**config.mk**
```make
export PLATFORM = sky130hd
export DESIGN_NAME = prog_loader
export DESIGN_NICKNAME = d
export VERILOG_FILES = /design/src/rtl/prog_loader_pkg.sv /design/src/rtl/prog_loader_wr.sv /design/src/rtl/prog_loader.sv
export SDC_FILE = /design/constraint.sdc
export NUM_CORES = 1
export LEC_CHECK = 0
export ABC_CLOCK_PERIOD_IN_PS = 4200
export CAP_MARGIN = 20
export CORE_UTILIZATION = 57
export DETAILED_ROUTE_END_ITERATION = 8
export GPL_ROUTABILITY_DRIVEN = 0
export PLACE_DENSITY = 0.84
export SLEW_MARGIN = 30
export SYNTH_ARGS = -nofsm -noshare
export SYNTH_HDL_FRONTEND = slang
export SYNTH_SLANG_ARGS = --single-unit
```
**constraint.sdc**
```tcl
create_clock -name clk -period 4.2 [get_ports clk]
set_input_delay 0.42 -clock clk [delete_from_list [all_inputs] [get_ports clk]]
set_output_delay 0.42 -clock clk [all_outputs]
set_load 0.005 [all_outputs]
```
**src/rtl/prog_loader_pkg.sv**
```systemverilog
// Shared definitions for the boot-stage program loader: FSM states and fixed byte values.
package prog_loader_pkg;

    typedef enum logic [2:0] {
        S_IDLE,
        S_LEN,
        S_DATA,
        S_CSUM,
        S_FILL,
        S_RUN,
        S_ERROR
    } state_t;

    localparam logic [7:0]  SYNC_DEFAULT = 8'hA5;
    localparam logic [7:0]  FILL_OPCODE  = 8'hFF;
    localparam logic [7:0]  CPU_BASE     = 8'h80;
    localparam int unsigned DEF_MAX_LEN  = 128;

endpackage

```
**src/rtl/prog_loader_wr.sv**
```systemverilog
// Registered program-memory write port, shared by the payload path and the fill path.
module prog_loader_wr
    import prog_loader_pkg::*;
#(
    parameter logic [7:0] BASE_ADDR = CPU_BASE
) (
    input  logic       clk,
    input  logic       reset,
    input  logic       wr_en,
    input  logic [7:0] wr_addr,
    input  logic [7:0] wr_data,
    output logic       mem_we,
    output logic [7:0] mem_addr,
    output logic [7:0] mem_wdata
);

    always_ff @(posedge clk) begin
        if (reset) begin
            mem_we    <= 1'b0;
            mem_addr  <= BASE_ADDR;
            mem_wdata <= '0;
        end else begin
            mem_we <= wr_en;
            if (wr_en) begin
                mem_addr  <= wr_addr;
                mem_wdata <= wr_data;
            end
        end
    end

endmodule

```
**src/rtl/prog_loader.sv**
```systemverilog
// Framed byte-stream program loader; holds the CPU in reset until a checksum-valid image lands.
// Optional trailing 8'hFF fill of the ROM window: define PROG_LOADER_FILL_EN.
module prog_loader
    import prog_loader_pkg::*;
#(
    parameter logic [7:0]  BASE_ADDR = CPU_BASE,
    parameter int unsigned MAX_LEN   = DEF_MAX_LEN,
    parameter logic [7:0]  SYNC_BYTE = SYNC_DEFAULT
) (
    input  logic       clk,
    input  logic       reset,
    input  logic [7:0] in_data,
    input  logic       in_valid,
    output logic       in_ready,
    output logic [7:0] mem_addr,
    output logic [7:0] mem_wdata,
    output logic       mem_we,
    output logic       cpu_reset,
    output logic       done,
    output logic       error,
    output logic [7:0] load_count
);

    localparam logic [8:0] MAX_LEN9 = 9'(MAX_LEN);

    state_t     state;
    logic [7:0] len;
    logic [7:0] sum;
    logic       accept;
    logic [7:0] next_count;
    logic [7:0] csum_total;
    logic       wr_en;
    logic [7:0] wr_addr;
    logic [7:0] wr_data;
`ifdef PROG_LOADER_FILL_EN
    logic [8:0] fill_cnt;
`endif

    assign in_ready   = (state != S_RUN) && (state != S_FILL);
    assign accept     = in_valid && in_ready;
    assign next_count = load_count + 8'd1;
    assign csum_total = sum + in_data;

    always_comb begin
        wr_en   = 1'b0;
        wr_addr = BASE_ADDR + load_count;
        wr_data = in_data;
        if (state == S_DATA && accept) begin
            wr_en = 1'b1;
        end
`ifdef PROG_LOADER_FILL_EN
        // Fill cycles run while fill_cnt < MAX_LEN; one extra cycle lets the last strobe retire.
        if (state == S_FILL && fill_cnt < MAX_LEN9) begin
            wr_en   = 1'b1;
            wr_addr = BASE_ADDR + fill_cnt[7:0];
            wr_data = FILL_OPCODE;
        end
`endif
    end

    always_ff @(posedge clk) begin
        if (reset) begin
            state      <= S_IDLE;
            len        <= '0;
            sum        <= '0;
            load_count <= '0;
            done       <= 1'b0;
            error      <= 1'b0;
            cpu_reset  <= 1'b1;
`ifdef PROG_LOADER_FILL_EN
            fill_cnt   <= '0;
`endif
        end else begin
            case (state)
                S_IDLE, S_ERROR: begin
                    if (accept && in_data == SYNC_BYTE) begin
                        state      <= S_LEN;
                        error      <= 1'b0;
                        load_count <= '0;
                        sum        <= '0;
                    end
                end
                S_LEN: begin
                    if (accept) begin
                        if (in_data == 8'd0 || {1'b0, in_data} > MAX_LEN9) begin
                            state <= S_ERROR;
                            error <= 1'b1;
                        end else begin
                            len   <= in_data;
                            state <= S_DATA;
                        end
                    end
                end
                S_DATA: begin
                    if (accept) begin
                        load_count <= next_count;
                        sum        <= csum_total;
                        if (next_count == len) begin
                            state <= S_CSUM;
                        end
                    end
                end
                S_CSUM: begin
                    if (accept) begin
                        if (csum_total == 8'd0) begin
`ifdef PROG_LOADER_FILL_EN
                            if ({1'b0, len} == MAX_LEN9) begin
                                state     <= S_RUN;
                                done      <= 1'b1;
                                cpu_reset <= 1'b0;
                            end else begin
                                state    <= S_FILL;
                                fill_cnt <= {1'b0, len};
                            end
`else
                            state     <= S_RUN;
                            done      <= 1'b1;
                            cpu_reset <= 1'b0;
`endif
                        end else begin
                            state <= S_ERROR;
                            error <= 1'b1;
                        end
                    end
                end
                S_FILL: begin
`ifdef PROG_LOADER_FILL_EN
                    if (fill_cnt == MAX_LEN9) begin
                        state     <= S_RUN;
                        done      <= 1'b1;
                        cpu_reset <= 1'b0;
                    end else begin
                        fill_cnt <= fill_cnt + 9'd1;
                    end
`else
                    state <= S_IDLE;
`endif
                end
                S_RUN: begin
                    state <= S_RUN;
                end
                default: begin
                    state <= S_IDLE;
                end
            endcase
        end
    end

    prog_loader_wr #(
        .BASE_ADDR(BASE_ADDR)
    ) u_wr (
        .clk      (clk),
        .reset    (reset),
        .wr_en    (wr_en),
        .wr_addr  (wr_addr),
        .wr_data  (wr_data),
        .mem_we   (mem_we),
        .mem_addr (mem_addr),
        .mem_wdata(mem_wdata)
    );

endmodule

```
# Word level (Yosys, flattened, before mapping)
# Cells that the tools add are included.
[word_totals] wordCells=67 reg_bits=47 in_bits=11 output_inout_bits=29
[op_classes] muxes=20 order_cmp=1 n_reduce_logical=16 eq_ne=16 n_addsub=3 bitwise=1
[op_table] cell="8-bit one-hot mux with 2 select lines" n=2
[op_table] cell="8-bit 2-to-1 mux" n=3
[op_table] cell="3-bit 2-to-1 mux" n=6
[op_table] cell="8-bit zero test" n=2
[op_table] cell="3-bit one-hot mux with 5 select lines" n=1
[op_table] cell="2-bit != test, second input constant" n=6
[op_table] cell="3-bit AND reduction" n=3
[op_table] cell="8-bit by 1-bit adder with 8-bit output, second input constant" n=1
[op_table] cell="8-bit adder" n=1
[op_table] cell="8-bit adder, first input constant" n=1
[op_table] cell="8-bit equality test" n=1
[op_table] cell="8-bit equality test, second input constant" n=1
[op_table] cell="8-bit > comparator, second input constant" n=1
[op_table] cell="3-bit by 2-bit equality test with 1-bit output, second input constant" n=2
[op_table] cell="3-bit equality test, second input constant" n=2
[op_table] cell="1-bit 2-to-1 mux" n=6
[op_table] cell="3-bit != test, second input constant" n=2
[op_table] cell="6-bit AND reduction" n=1
[op_table] cell="5-bit AND reduction" n=1
[op_table] cell="1-bit logical AND" n=4
[op_table] cell="3-bit by 1-bit equality test with 1-bit output, second input constant" n=1
[op_table] cell="3-bit zero test" n=1
[op_table] cell="1-bit one-hot mux with 3 select lines" n=1
[op_table] cell="3-bit nonzero test" n=1
[op_table] cell="other kinds (6)" n=6

# Logic depth before layout (Yosys ltp)
# Gate-level depths: netlist of run 1.
[depth] depth_word=6 depth_mapped=8 ltp_nobuf=8

# Hierarchy
# A second synthesis of run 1 with hierarchy kept.
[unflattened] cells_unflattened=298 area_unflattened_um2=2631.3
[by_module_without_submodules] module="prog_loader" area_each_um2=2021.9 instances=1 cells_each=244
[by_module_without_submodules] module="prog_loader_wr" area_each_um2=609.3 instances=1 cells_each=54

# Worst setup path after synthesis of run 1
# No wires, ideal clock.
[synth_timing] kind="input to register" from="in in_data[0]" to="reg error" t_arrival_ps=2182 setup_slack_ps=1900 path_stages=8 path_buffers=0 path_cell_list="ha_1 -> fa_1 -> a211oi_1 -> nor2_1 -> xor2_1 -> nor3_1 -> nand3_1 -> a32o_1"
[synth_between] elab_chain_len=4
[synth_lines] item="start: declaration" line_no="prog_loader.sv:12" text="input logic [7:0] in_data,"
[synth_lines] item="8-bit adder, or another cell as far along" line_no="prog_loader.sv:42" text="assign csum_total = sum + in_data;"
[synth_lines] item="8-bit zero test, or another cell as far along" line_no="prog_loader.sv:105" text="if (csum_total == 8'd0) begin"
[synth_lines] item="2-bit != test (no source line)"
[synth_lines] item="6-bit AND reduction (no source line) (*)"
[synth_lines] item="end signal: assignment" line_no="prog_loader.sv:68" text="error <= 1'b0;"
[synth_lines] item="end signal: assignment" line_no="prog_loader.sv:78" text="error <= 1'b0;"
[synth_lines] item="end signal: assignment" line_no="prog_loader.sv:122" text="error <= 1'b1;"
[synth_lines] item="end: declaration" line_no="prog_loader.sv:20" text="output logic error,"
# Mark *: on every way between the ends. The rest lies on a longest branch, timed or not.
# A chain may end at the register's enable or synchronous reset.

# Worst setup path after layout of run 1
# Ends and elaborated chain as after synthesis.

==> reports/metrics.csv, run 1 <==
stage,metric,value,unit
timing,setup_tns,0,ns
status,status,completed,
synthesis,ys.warnings.count,0,
floorplan,die_w,67.5,µm
power,p_sw_share,23.1,%
timing,setup_viol,0,
synthesis,synth-edff-count,0,
synthesis,synthFlopType,dfxtp_1,
synthesis,async_flop_share,0,%
clocking,clkTransAtPathRegs,0.10,ns
floorplan,row_count,23,
synthesis,synthesis.area,0.00244,mm²
setup_path,crit_type,input port to flip-flop,
power,power.share.clock,41.0,%
synthesis,synth.distinct_cells,53,
timing,period_needed,2.78,ns
power,seqPwrFrac,53.3,%
cells_and_area,fin_nets,343,
route,routed_wl,5390,µm
timing,rsz0062_at_grt,no,
cells_and_area,post_route_cells_drive_above_1_share,6.17,%
grt,grt_max_degree,44,
synthesis,synth-seq-cells,47,
clocking,post_cts_resized,0,
floorplan,die_area,0.00455,mm²
timing,drv_slew,0,
run,maxCapViolations,0,
floorplan,initial_core_util,60.2,%
power,ir_drop,0.228,mV
clocking,h-tree-depth,2,
route,first_iter_violations,184,
route,via_per_inst,5.80,
setup_path,reg2reg_slack,1.81,ns
route,routedWlPerCell,14.4,µm
cells_and_area,diodes,0,
clocking,cts.sinks,47,
synthesis,seq_area_frac_synth,38.5,%
route,drc,0,
cells_and_area,fillers,326,
timing,final-hold-violation-count,0,
timing,clock.fmax,360,MHz
synthesis,synthesis.nets,314,
power,power_density,287,mW/mm²
clocking,cts_made_buffers,5,
grt,grt_pass1_wl,8790,µm
route,vias,2168,
floorplan,die_y,67.5,µm
clocking,post_cts_buffers,0,
grt,grtUsageTotal,26.2,%
floorplan,core_area,0.00406,mm²
timing,setup_ws,1.42,ns
timing,min_period_over_period,66.1,%
clocking,cts_buffer_depth,2,
timing,skew,0.00863,ns
route,firstDrtPassIters,4,
setup_path,crit_path_end_kind,flip-flop,
grt,grt.overflow.total,0,
clocking,cts_tree,built,
power,internal_power,0.644,mW
synthesis,synth_area_per_cell,8.31,µm²
grt,antenna_found_initial,0,
timing,worst_pin_slew,0.923,ns
setup_path,start_kind,input port,
floorplan,io_pins,40,
grt,grt_pass1_vias,1920,
clocking,insertion_delay,0.31,ns
setup_path,critPathRequiredTime,4.41,ns
placed_design,detailedPlace.worstSlack,1.14,ns
clocking,cts-hold-fix-buffers,0,
power,pwr-share-comb,5.7,%
setup_path,cp_max_fo,5,
placed_design,post-dp-hpwl,3790,µm
power,power_leakage,1.08,nW
clocking,cts_root_buf,clkbuf_8,
power,p_switching,0.193,mW
timing,maxSlewHeadroom,38.3,%
route,ant_nets,0,
placed_design,port_buffers,39,
setup_path,cp.arrival,2.99,ns
min_path,hold_class,flip-flop to flip-flop,
cells_and_area,areaGrowthSynthToFinish,19.4,%
synthesis,netlist_instances,294,
==> final cells by class <==
class	instances	area, µm²	area share (%)
Timing Repair Buffer	41	405	13.9
Multi-Input combinational cell	223	1370	47.1
Clock inverter	3	46.3	1.59
Tap cell	50	62.6	2.15
Clock buffer	5	68.8	2.36
Sequential cell	47	941	32.3
Inverter	5	18.8	0.644
==> synth_stat cells (all sizes together) (2+ instances only) <==
library cell  count  area [µm²]
dfxtp            47         941
nand2            43         164
nor2             36         138
a21oi            25         125
o21ai            14        70.1
buf              12        83.8
xnor2            10        87.6
a22oi             8        60.1
ha                8         100
mux2i             8        80.1
clkbuf            7        26.3
nand3             7        52.6
nor2b             6        37.5
nor3              6        35.0
xor2              6        52.6
inv               5        18.8
nand4             4        25.0
nor3b             4        35.0
or3               4        25.0
a211oi            3        22.5
a2bb2oi           2        17.5
a311oi            2        17.5
and2              2        12.5
and3              2        12.5
maj3              2        20.0
nand2b            2        12.5
o311ai            2        17.5
or4               2        18.8
==> metal layers <==
metal	vias up	global-route usage, %	wire [µm]
met4	0	9.84	97
met1	1016	32.6	2490
li1	1084	-	-
met2	59	43.1	2490
met3	9	6.42	317
met5	-	0	0
==> power by group through the flow <==
stage	Clock, mW	Combinational (mW)	Sequential, mW
after floorplan	0	0.0262	0.456
after global routing	0.367	0.0521	0.446
after CTS	0.349	0.0474	0.446
after global placement	0	0.0469	0.456
final	0.343	0.0480	0.446
after detailed placement	0	0.0474	0.457
==> flip-flops by register name (all words and copies together) (netlist names) <==
signal and count:
error 1, sum 8, cpu_reset 1, load_count 8
len 8, u_wr.mem_wdata 8, u_wr.mem_addr 8, state 3
u_wr.mem_we 1, done 1
==> critical path, stage by stage <==
cell and delay [ns]:
clkdlybuf4s50_1 0.50, ha_1 0.27, fa_1 0.41, a211oi_1 0.33
nor2_1 0.10, xor2_1 0.16, nor3_1 0.34, nand3_1 0.20
a32o_1 0.25
==> kinds of logic (layout without fill, tap and decap cells) <==
kind of cell,count (synthesis),in the layout,share of synthesized area (%)
fa+ha+maj,11,11,5.73
xor+xnor,16,16,5.73
flops,47,47,38.5
buf+inv,24,54,5.27
simple gates,122,122,24.5
compound gates,66,66,17.0
mux,8,8,3.28
==> metrics by stage <==
step / instance area [µm²] / total power [mW] / util [%] / hold slack (ns) / instances
final: 2920 / 0.837 / 71.9 / 0.459 / 374
after global routing: 2920 / 0.865 / 71.9 / 0.485 / 374
after floorplan: 2440 / 0.482 / - / 0.453 / 294
after detailed placement: 2800 / 0.504 / 69.0 / 0.446 / 366
after global placement: 2800 / 0.503 / 69.0 / 0.441 / 366
after CTS: 2920 / 0.843 / 71.9 / 0.460 / 374
==> worst paths after layout <==
kind	endpoint	cells past startpoint	from
min	u_wr.mem_addr[5]	2	u_wr.mem_addr[5]
max reg2reg	error	8	sum[0]
min reg2reg	u_wr.mem_addr[5]	2	u_wr.mem_addr[5]
max	error	9	in_data[0]
==> placed cells by master (no fill, tap or decap), drive strengths merged, types with 2 or more instances in the layout <==
cell type / n
a311oi: 2
nor3b: 4
a211oi: 3
clkbuf: 5
nor2: 36
nand2b: 2
buf: 2
inv: 6
clkdlybuf4s50: 39
a22oi: 8
mux2i: 8
nand4: 4
xor2: 6
or4: 2
o21ai: 14
nor2b: 6
nand2: 43
a21oi: 25
nand3: 7
nor3: 6
a2bb2oi: 2
ha: 8
xnor2: 10
dfxtp: 47
and2: 2
o311ai: 2
and3: 2
maj3: 2
or3: 4
Note: power is estimated with default switching activity, not from simulation.
==> run 2: changes to the inputs <==
Settings changed: ABC_CLOCK_PERIOD_IN_PS 4200 to 2900, CORE_UTILIZATION 57 to 53, PLACE_DENSITY 0.84 to 0.79.
Clock period 4.2 ns to 2.9 ns, I/O delays scaled along.
==> run 2 against run 1 <==
Against the previous run: count of clock-buffer cells in the layout unchanged; worst hold slack is essentially flat; critical path depth unchanged; global-route usage down 1.2 points; total power up 46%; non-clock buffer count up 7; via count up 2.4%; clock power grew 46%; cell count up 2.4%; setup slack lost 1.1 ns; critical endpoint unchanged; largest cell class unchanged; largest power group unchanged.
==> reports/metrics.csv, run 2 (same netlist as run 1, synthesis figures left out) <==
stage,metric,value,unit,change
floorplan,core_area,0.00438,mm²,+8.0%
setup_path,r2r_cells,8,,unchanged
cells_and_area,finalNonFillerCells,383,,+2.4%
placed_design,placed_area,0.00286,mm²,+2.0%
timing,drv_slew,0,,unchanged
clocking,cts.sinks,47,,unchanged
cells_and_area,final_area,0.00297,mm²,+1.9%
timing,min_period_over_period,89.3,%,
timing,final-hold-violation-count,0,,unchanged
route,firstDrtPassIters,4,,unchanged
timing,rsz0062_at_grt,no,,
route,first_iter_violations,242,,+32%
route,ant_nets,0,,unchanged
grt,grtUsageTotal,25.0,%,-1.2 points
placed_design,detailedPlace.worstSlack,0.0509,ns,-1.09 ns
clocking,post_cts_resized,0,,unchanged
placed_design,port_buffers,39,,unchanged
cells_and_area,diodes,0,,unchanged
floorplan,die_area,0.00489,mm²,+7.3%
floorplan,initial_core_util,55.7,%,-4.5 points
clocking,insertion_delay,0.31,ns,about the same
grt,grt.overflow.total,0,,unchanged
route,drc,0,,unchanged
timing,period_needed,2.59,ns,
setup_path,critPathRequiredTime,3.11,ns,-1.30 ns
power,power_density,411,mW/mm²,+43%
setup_path,cp.arrival,2.80,ns,-0.19 ns
timing,clock.fmax,386,MHz,
setup_path,reg2reg_slack,0.43,ns,-1.38 ns
timing,setup_ws,0.311,ns,-1.11 ns
setup_path,cp_max_fo,3,,-2
setup_path,crit_type,input port to flip-flop,,
floorplan,row_count,24,,+4.3%
cells_and_area,post_route_cells_drive_above_1_share,8.16,%,+2.0 points
floorplan,die_y,69.9,µm,+3.6%
cells_and_area,fillers,365,,+12%
placed_design,post-dp-hpwl,3960,µm,+4.3%
cells_and_area,fin_nets,350,,+2.0%
setup_path,start_kind,input port,,
clocking,cts_tree,built,,
cells_and_area,utilization,67.8,%,-4.1 points
route,routed_wl,5600,µm,+4.0%
cells_and_area,areaGrowthSynthToFinish,21.7,%,
clocking,cts_root_buf,clkbuf_8,,
timing,setup_viol,0,,unchanged
status,status,completed,,
route,vias,2221,,+2.4%
run,maxCapViolations,0,,unchanged
clocking,post_cts_buffers,0,,unchanged
power,ir_drop,0.287,mV,+26%
floorplan,die_w,69.9,µm,+3.6%
timing,worst_pin_slew,0.532,ns,-0.391 ns
timing,skew,0.00471,ns,-0.00392 ns
min_path,hold_class,flip-flop to flip-flop,,
clocking,h-tree-depth,2,,unchanged
min_path,hold_depth,2,,unchanged
clocking,cts_made_buffers,5,,unchanged
clocking,cts-hold-fix-buffers,0,,unchanged
placed_design,dp_cells,375,,+2.5%
grt,grt_max_degree,31,,-30%
power,power_leakage,1.12,nW,+3.4%
route,routedWlPerCell,14.6,µm,+1.5%
setup_path,crit_path_end_kind,flip-flop,,
timing,maxSlewHeadroom,64.1,%,+26 points
grt,grt_pass1_wl,9830,µm,+12%
timing,setup_tns,0,ns,unchanged
cells_and_area,layout_commonest_cell,dfxtp_1,,
grt,antenna_found_initial,0,,unchanged
route,via_per_inst,5.80,,about the same
cells_and_area,final_cell_mix,"47 x dfxtp_1, 42 x nand2_1, 39 x clkdlybuf4s50_1",,
grt,grt_pass1_vias,2073,,+8.0%
floorplan,io_pins,40,,unchanged
clocking,clkTransAtPathRegs,0.09,ns,about the same
clocking,cts_buffer_depth,2,,unchanged
[run 2: cell types whose count changed in the layout (fill, tap and decap cells not counted)]
| cell | previous run | this run |
|---|---|---|
| buf_4 | 2 | 9 |
| clkinv_4 | 0 | 1 |
| clkinvlp_4 | 1 | 0 |
[run 2: where the power goes]
part / leakage, nW / internal (mW) / switching (mW)
combinational: 0.684 / 0.0314 / 0.0428
sequential: 0.378 / 0.645 / 0.000701
clock: 0.0587 / 0.261 / 0.240
total: 1.12 / 0.938 / 0.284
[run 2: per-layer routing]
| layer | GRT usage, % | up-vias | share of wire (%) |
|---|---|---|---|
| met5 | 0 | - | 0 |
| met4 | 7.78 | 0 | 1.0 |
| met3 | 4.76 | 6 | 5.7 |
| met2 | 40.8 | 68 | 49 |
| met1 | 33.5 | 1046 | 44 |
| li1 | - | 1101 | - |
[run 2: cell type report]
class	instances	area [µm²]	share of cell area (%)
clock buffers	5	68.8	2.31
inverters	5	18.8	0.631
repair buffers	48	458	15.4
flip-flops and latches	47	941	31.6
clock inverters	3	47.5	1.60
multi-input cells	223	1370	46.2
well taps	52	65.1	2.19
[run 2: worst max-delay path, cell delays in order]
cell	delay (ns)
clkdlybuf4s50_1	0.43
ha_1	0.25
fa_1	0.42
a211oi_1	0.33
nor2_1	0.11
xor2_1	0.17
nor3_1	0.37
nand3_1	0.20
a32o_1	0.24
[run 2: final timing paths]
path,from,end
max,in_data[0],error
min,u_wr.mem_addr[4],u_wr.mem_addr[4]
max reg2reg,sum[0],error
min reg2reg,u_wr.mem_addr[4],u_wr.mem_addr[4]
[run 2: per-stage QoR]
step	hold slack (ns)	total power [mW]
2_1_floorplan	0.426	0.699
3_3_place_gp	0.441	0.734
3_5_place_dp	0.448	0.734
4_1_cts	0.462	1.23
5_1_grt	0.484	1.27
6_report	0.458	1.22
